### config.mk
export PLATFORM = sky130hd
export DESIGN_NAME = gold_code_correlator
export DESIGN_NICKNAME = d
export VERILOG_FILES = /design/src/rtl/gold_code_correlator.sv
export SDC_FILE = /design/constraint.sdc
export NUM_CORES = 1
export LEC_CHECK = 0
export BUFFER_PORTS_ARGS = -buffer_cell sky130_fd_sc_hd__buf_2
export CORE_AREA = 4 4 78 80
export DETAILED_ROUTE_END_ITERATION = 12
export DIE_AREA = 0 0 82 84
export PLACE_DENSITY = 0.88
export SLEW_MARGIN = 20
export SYNTH_ARGS = -nofsm -noshare
export SYNTH_HDL_FRONTEND = slang
export SYNTH_SLANG_ARGS = --single-unit
### constraint.sdc
create_clock -name clk -period 6.3 [get_ports clk]
set_input_delay 1.89 -clock clk [delete_from_list [all_inputs] [get_ports clk]]
set_output_delay 1.89 -clock clk [all_outputs]
set_load 0.01 [all_outputs]
### src/rtl/gold_code_correlator.sv
// Serial correlator against a local GPS C/A Gold code: one-chip slip search, lock tracking.
// Optional GOLD_CORR_POLARITY_EN accepts inverted (data-modulated) code and reports its sign.
module gold_code_correlator #(
    parameter int unsigned G2_TAP_A  = 2,
    parameter int unsigned G2_TAP_B  = 6,
    parameter int unsigned THRESH    = 800,
    parameter int unsigned LOCK_LOSS = 3
) (
    input  logic        clk,
    input  logic        rst,
    input  logic        chip_in,
    input  logic        chip_valid,
    input  logic        load_gold,
    output logic [10:0] corr_out,
    output logic        corr_valid,
    output logic        locked,
    output logic [9:0]  code_phase,
    output logic        data_bit
);

    localparam int unsigned CW         = 11;
    localparam int unsigned PW         = 10;
    localparam int unsigned MW         = (LOCK_LOSS < 2) ? 1 : $clog2(LOCK_LOSS + 1);
    localparam logic [PW-1:0] LAST_CHIP = PW'(1022);

    typedef enum logic {SEARCH, LOCK} state_t;

    state_t          state;
    logic [10:1]     g1;
    logic [10:1]     g2;
    logic [PW-1:0]   chip_cnt;
    logic [CW-1:0]   agree;
    logic [MW-1:0]   miss_cnt;
    logic            slip_pending;

    logic            g1_fb_c;
    logic            g2_fb_c;
    logic            local_chip_c;
    logic [CW-1:0]   agree_next_c;
    logic [CW-1:0]   metric_c;
    logic            sign_c;
    logic            hit_c;
    logic [MW-1:0]   miss_inc_c;
    logic            lost_c;

    // Local code and the running metric including the chip being consumed this cycle
    always_comb begin
        g1_fb_c      = g1[3] ^ g1[10];
        g2_fb_c      = g2[2] ^ g2[3] ^ g2[6] ^ g2[8] ^ g2[9] ^ g2[10];
        local_chip_c = g1[10] ^ g2[G2_TAP_A] ^ g2[G2_TAP_B];
        agree_next_c = agree + CW'(chip_in == local_chip_c);
`ifdef GOLD_CORR_POLARITY_EN
        metric_c = (agree_next_c >= (CW'(1023) - agree_next_c)) ? agree_next_c
                                                               : (CW'(1023) - agree_next_c);
        sign_c   = (agree_next_c < CW'(512));
`else
        metric_c = agree_next_c;
        sign_c   = 1'b0;
`endif
        hit_c      = (metric_c >= CW'(THRESH));
        miss_inc_c = miss_cnt + MW'(1);
        lost_c     = (miss_inc_c >= MW'(LOCK_LOSS));
    end

    always_ff @(posedge clk) begin
        if (rst || load_gold) begin
            state        <= SEARCH;
            g1           <= '1;
            g2           <= '1;
            chip_cnt     <= '0;
            agree        <= '0;
            miss_cnt     <= '0;
            slip_pending <= 1'b0;
            corr_out     <= '0;
            corr_valid   <= 1'b0;
            locked       <= 1'b0;
            code_phase   <= '0;
            data_bit     <= 1'b0;
        end else begin
            corr_valid <= 1'b0;
            if (chip_valid) begin
                if (slip_pending) begin
                    // Discarded chip: local code holds, so it falls one chip behind the input
                    slip_pending <= 1'b0;
                    code_phase   <= (code_phase == LAST_CHIP) ? '0 : code_phase + PW'(1);
                end else if (chip_cnt == LAST_CHIP) begin
                    chip_cnt   <= '0;
                    agree      <= '0;
                    g1         <= '1;
                    g2         <= '1;
                    corr_valid <= 1'b1;
                    corr_out   <= metric_c;
                    data_bit   <= sign_c;
                    case (state)
                        SEARCH: begin
                            if (hit_c) begin
                                state    <= LOCK;
                                locked   <= 1'b1;
                                miss_cnt <= '0;
                            end else begin
                                slip_pending <= 1'b1;
                            end
                        end
                        LOCK: begin
                            if (hit_c) begin
                                miss_cnt <= '0;
                            end else if (lost_c) begin
                                state    <= SEARCH;
                                locked   <= 1'b0;
                                miss_cnt <= '0;
                            end else begin
                                miss_cnt <= miss_inc_c;
                            end
                        end
                        default: state <= SEARCH;
                    endcase
                end else begin
                    chip_cnt <= chip_cnt + PW'(1);
                    agree    <= agree_next_c;
                    g1       <= {g1[9:1], g1_fb_c};
                    g2       <= {g2[9:1], g2_fb_c};
                end
            end
        end
    end

endmodule

==> run_results.csv, run 1 <==
group,metric,value,unit
synth,yosysMostFrequentCell,"nand2_1",
synth,async_flop_share,0,%
synth,yosysTopAreaCell,"dfxtp_1",
grt,grt_max_degree,35,
floorplan,initial_core_util,58.96,%
min_path,hold_depth,2,
floorplan,die_x,82,µm
power_and_ir_drop,max-vdd-ir-drop,0.0001514,V
critical_path,regToRegEndpoint,"slip_pending",
placed_design,place_congestion,0.9279,
finish,diodes,0,
drt,drcViolationCount,0,
timing,fin_crit_sh,60.52,%
grt,grtUsageTotal,19.37,%
synth,synth.top_cells.by_area,"dfxtp_1, nand2_1, xor2_1, nand3_1, nor2_1",
synth,synth_top_area_share,42.72,%
synth,ys.flop_type,"dfxtp_1",
cts,cts_buffers,9,
cts,clk_latency,0.34,ns
synth,yosys-top-cells-count,"nand2_1, dfxtp_1, nor2_1",
synth,yosys_register_bits,68,
finish,fillers,445,
grt,overflow,0,
drt,drt_first_pass_iters,4,
critical_path,cp-startpoint,"chip_in",
timing,rsz0062_at_grt,"false",
drt,viasPerCell,5.532,
critical_path,cpMaxStageDelayCell,"or4_1",
floorplan,core-area,0.005405,mm²
cts,clk_pin_slew_worst_paths,0.07,ns
grt,antenna_found_initial,0,
flow_run,drv_cap,0,
finish,nets,415,
cts,cts_tree,"done",
status,status,"complete, no violations",
cts,postCtsSetupBuffers,0,
timing,timing.setup.tns,0,ns
floorplan,io_pins,29,
cts,htree_levels,3,
timing,fin_skew,0.006071,ns
cts,cts_resized,0,
finish,area_growth,9.462,%
timing,drv_slew,0,
critical_path,worst_ep_arrival_time,4.08,ns
min_path,min_path_type,"flip-flop to flip-flop",
synth,syn-num-nets,397,
critical_path,regToRegStartpoint,"g2[2]",
power_and_ir_drop,power_density,232.3,mW/mm²
drt,ant_nets,0,
drt,num_vias,2661,
grt,grt_pass1_vias,2474,
synth,syn_area,0.003187,mm²
synth,ys.warnings.count,0,
cts,clock_sinks,68,
power_and_ir_drop,p_leak,1.398,nW
synth,synth_cell_types,52,
timing,hold_viol,0,
timing,fin_crit,3.813,ns
critical_path,worst-r2r-cell-count,10,
placed_design,port_buffers,27,
synth,synthCells,386,
synth,synth.yosys.seq_area_share,42.72,%
critical_path,endpoint_kind,"flip-flop",
finish,drive_above_1_share,14.18,%
cts,cts_buffer_depth,2,
timing,setup_viol,0,
critical_path,crit_fanout,6,
floorplan,rows,27,
critical_path,cp_cell_sequence,"buf_2, xnor2_1, xnor2_1, ha_1, ha_1, nand2_1, or4_1, nand3_1, a41o_4, nand3_1, a21oi_1",
critical_path,critPathLaunchType,"input port",
timing,maxSlewHeadroom,52.99,%
synth,syn_area_per_cell,8.256,µm²
placed_design,hpwl,4.236,mm
finish,finalNonFillerCells,481,
cts,cts-root-buf,"clkbuf_8",
placed_design,place_inst,465,
critical_path,cpPeakStageDelay,0.50,ns
critical_path,endpoint,"slip_pending",
synth,synth_edf_count,0,
drt,wl_per_cell,12.95,µm
critical_path,r2r_slack,3.64,ns
cts,cts_hold_buf,0,
floorplan,die_y,84,µm
grt,grt_pass1_wl,10.61,mm
timing,worst_slew_pin_slew,0.7043,ns
critical_path,criticalPathCategory,"input port to flip-flop",
drt,initialDrtViolationCount,165,
timing,clock.fmax,262.3,MHz
floorplan,die_area,0.006888,mm²
critical_path,crit_required,6.56,ns
drt,wirelength,6.228,mm
## report_power, final
group,switching (mW),internal [mW],total [mW]
sequential,0.00362,0.435,0.439
combinational,0.0262,0.0136,0.0398
clock,0.157,0.175,0.332
## logic make-up after synthesis
family                   synth area share, %
flip-flops                             42.72
buffers and inverters                  4.633
adder cells (fa/ha/maj)                2.356
AND/OR/NAND/NOR                        29.53
AO/OA/AOI/OAI                          10.80
other                                 0.1177
XOR/XNOR                               9.855
## area by class of cell
type	instances	area, µm²	area share, %
multi-input combinational	290	1683	48.24
sequential	68	1361	39.02
clock buffer	15	176.4	5.057
timing repair buffer	29	150.1	4.304
tap	72	90.09	2.582
inverter	6	22.52	0.6456
clock inverter	1	5.005	0.1435
## worst min-delay path by stage
stage / from / to / slack [ns]
6_report: corr_out[2] / corr_out[2] / 0.45
2_1_floorplan: g1[9] / g1[10] / 0.44
4_1_cts: corr_out[8] / corr_out[8] / 0.45
3_3_place_gp: corr_out[0] / corr_out[0] / 0.44
5_1_grt: corr_out[8] / corr_out[8] / 0.47
3_5_place_dp: corr_out[8] / corr_out[8] / 0.44
## flip-flops by register name, summed over array words and instances (netlist names)
signal / cells
g1: 10
slip_pending: 1
state: 1
g2: 10
corr_out: 11
miss_cnt: 2
code_phase: 10
chip_cnt: 10
agree: 11
locked: 1
corr_valid: 1
## routing by layer
layer	global-route usage [%]	vias to the layer above	part of all wire, %
met4	10.42	0	2.5
met3	3.672	16	5.2
li1	-	1354	-
met2	32.18	76	48
met1	22.95	1215	44
met5	0	-	0
## worst max-delay path: cells and delay by family
kind	cells	cell delay, ns
xor+xnor	2	0.30
compound gates	2	0.32
simple gates	4	0.90
fa+ha+maj	2	0.56
buf+inv	1	0.11
## stage by stage
step | instance area, µm² | worst slack [ns] | power [mW] | hold slack, ns | util, %
final | 3488 | 2.487 | 0.8105 | 0.4507 | 64.54
after global routing | 3488 | 2.362 | 0.8425 | 0.4690 | 64.54
after CTS | 3486 | 2.510 | 0.8152 | 0.4549 | 64.49
after detailed placement | 3304 | 2.170 | 0.4885 | 0.4436 | 61.13
after floorplan | 3187 | 2.481 | 0.4801 | 0.4404 | -
after global placement | 3302 | 1.845 | 0.4866 | 0.4353 | 61.09
## cell usage in the layout, fill, tap and decap left out, types with 3 or more instances in the layout
cell / count
a21oi_1: 27
and3_1: 5
and3_2: 3
and4_1: 3
buf_2: 27
clkbuf_1: 3
clkbuf_8: 12
dfxtp_1: 68
ha_1: 6
inv_1: 6
nand2_1: 78
nand3_1: 31
nand4_1: 7
nor2_1: 36
nor3_1: 5
nor4_1: 3
o211ai_1: 6
o21ai_0: 5
o21ai_1: 3
xnor2_1: 14
xor2_1: 20
Power figures use the tool's default switching activity.
==> run 2: changes to the inputs <==
--- a/config.mk
+++ b/config.mk
@@ -6,10 +6,10 @@
 export NUM_CORES = 1
 export LEC_CHECK = 0
 export BUFFER_PORTS_ARGS = -buffer_cell sky130_fd_sc_hd__buf_2
-export CORE_AREA = 4 4 78 80
+export CORE_AREA = 4 4 79 81
 export DETAILED_ROUTE_END_ITERATION = 12
-export DIE_AREA = 0 0 82 84
-export PLACE_DENSITY = 0.88
+export DIE_AREA = 0 0 83 85
+export PLACE_DENSITY = 0.86
 export SLEW_MARGIN = 20
 export SYNTH_ARGS = -nofsm -noshare
 export SYNTH_HDL_FRONTEND = slang
==> constraint.sdc (replaced) <==
create_clock -name clk -period 3.92 [get_ports clk]
set_input_delay 1.176 -clock clk [delete_from_list [all_inputs] [get_ports clk]]
set_output_delay 1.176 -clock clk [all_outputs]
set_load 0.01 [all_outputs]
==> run 2 against run 1 <==
Compared with the run above:
- critical path depth unchanged
- highest routed layer unchanged
- largest power group is now the clock network
- hold slack lost 0.0036 ns
- combinational power grew 68%
- critical endpoint is now locked
- clock power increased by 120%
- flip-flop and latch count is the same
==> run_results.csv, run 2 (same netlist as run 1, synthesis figures left out) <==
group,metric,value,unit
grt,antenna_found_initial,0,
finish,drive_above_1_share,14.63,%
grt,grt_pass1_vias,2593,
drt,wl_met2,3.120,mm
finish,reg_top3,"agree: 11 flops, corr_out: 11 flops",
timing,setup_viol,0,
timing,fin_ws,0.7987,ns
critical_path,crit_required,4.17,ns
floorplan,rows,27,
critical_path,endpoint_kind,"flip-flop",
finish,final_core_util,65.09,%
critical_path,critPathLaunchType,"input port",
cts,cts-root-buf,"clkbuf_8",
floorplan,die_y,85,µm
critical_path,cpMaxStageDelayCell,"ha_1",
floorplan,die_x,83,µm
floorplan,io_pins,29,
timing,clock.fmax,320.4,MHz
cts,postCtsSetupBuffers,0,
placed_design,place_congestion,0.8723,
finish,stdcell_area,0.003562,mm²
drt,met1_length,2.803,mm
power_and_ir_drop,max-vdd-ir-drop,0.0002523,V
cts,clk_latency,0.35,ns
drt,topRoutingLayerUsed,"met4",
min_path,min_path_type,"flip-flop to flip-flop",
critical_path,cpPeakStageDelay,0.29,ns
placed_design,pre_cts_ws,0.4825,ns
critical_path,worst_ep_arrival_time,3.37,ns
drt,drcViolationCount,0,
floorplan,initial_core_util,58.23,%
status,status,"complete, no violations",
grt,overflow,0,
finish,diodes,0,
cts,cts_resized,0,
grt,grt_pass1_wl,11.63,mm
critical_path,criticalPathCategory,"input port to flip-flop",
cts,cts_buffer_depth,2,
cts,clock_sinks,68,
drt,wirelength,6.525,mm
timing,drv_slew,0,
power_and_ir_drop,p_leak,1.436,nW
critical_path,worst-r2r-cell-count,10,
drt,wl_met3,447,µm
timing,rsz0062_at_grt,"false",
cts,htree_levels,3,
placed_design,port_buffers,27,
timing,fin_crit_sh,79.62,%
drt,num_vias,2667,
timing,timing.setup.tns,0,ns
timing,worst_slew_pin_slew,0.7398,ns
finish,mostFrequentLayoutCells,"nand2_1, dfxtp_1, nor2_1, nand3_1",
finish,final_common_cell,"nand2_1",
min_path,hold_depth,2,
timing,hold_viol,0,
flow_run,drv_cap,0,
timing,fin_skew,0.01117,ns
grt,grtUsageTotal,19.87,%
finish,area_growth,11.78,%
critical_path,cp_cell_sequence,"buf_2, xnor2_1, xnor2_1, ha_1, ha_1, nand2_1, nor3_2, and3_2, xnor2_2, o211ai_1, and2_1",
placed_design,hpwl,4.272,mm
drt,initialDrtViolationCount,259,
floorplan,core-area,0.005473,mm²
drt,wl_per_cell,13.54,µm
cts,cts_hold_buf,0,
drt,viasPerCell,5.533,
cts,clk_pin_slew_worst_paths,0.07,ns
cts,cts_tree,"done",
floorplan,die_area,0.007055,mm²
drt,ant_nets,0,
finish,nets,416,
cts,cts_buffers,9,
timing,fin_crit,3.121,ns
grt,grt_max_degree,34,
placed_design,dpl-instance-area,0.003309,mm²
timing,maxSlewHeadroom,50.62,%
power_and_ir_drop,power_density,418.9,mW/mm²
critical_path,crit_fanout,6,
drt,drt_first_pass_iters,4,
run 2: changes by cell type in the layout (fill, tap and decap cells not counted):
cell,before,now
bufinv_16,0,3
clkbuf_1,3,1
buf_4,2,3
clkbuf_8,12,11
nand2b_1,1,2
nand2b_2,1,0
run 2: worst paths after layout:
path | start | end | slack [ns]
hold / removal | corr_out[8] | corr_out[8] | 0.45
setup / recovery | chip_in | locked | 0.80
hold reg to reg | corr_out[8] | corr_out[8] | 0.45
setup reg to reg | g2[2] | locked | 1.28
run 2: layout make-up:
class / count / area (µm²)
timing repair buffer: 30 / 157.7
clock buffer: 12 / 155.1
inverter: 6 / 22.52
fill: 464 / 1911
sequential: 68 / 1361
multi-input combinational: 290 / 1680
tap: 72 / 90.09
clock inverter: 4 / 95.09
run 2: metrics by stage:
stage,hold WS (ns),cells,power [mW]
final,0.4471,482,1.492
after global routing,0.4707,482,1.544
after CTS,0.4496,482,1.505
after detailed placement,0.4417,466,0.7862
after global placement,0.4348,466,0.7834
after floorplan,0.4404,386,0.7716
run 2: critical path: cells and delay by family:
kind / cells / cell delay [ns]
adder cells (fa/ha/maj): 2 / 0.57
AO/OA/AOI/OAI: 1 / 0.15
buffers and inverters: 1 / 0.10
AND/OR/NAND/NOR: 4 / 0.84
XOR/XNOR: 3 / 0.52
run 2: layer usage:
metal	global-route usage [%]	vias to the layer above
met5	0	-
met4	8.321	0
met3	5.631	16
met2	33.75	72
met1	23.58	1228
li1	-	1351
run 2: report_power, final:
part / switching [mW] / leakage (nW) / internal, mW
sequential: 0.00599 / 0.551 / 0.699
combinational: 0.0442 / 0.759 / 0.0226
clock: 0.264 / 0.127 / 0.457
total: 0.314 / 1.44 / 1.18
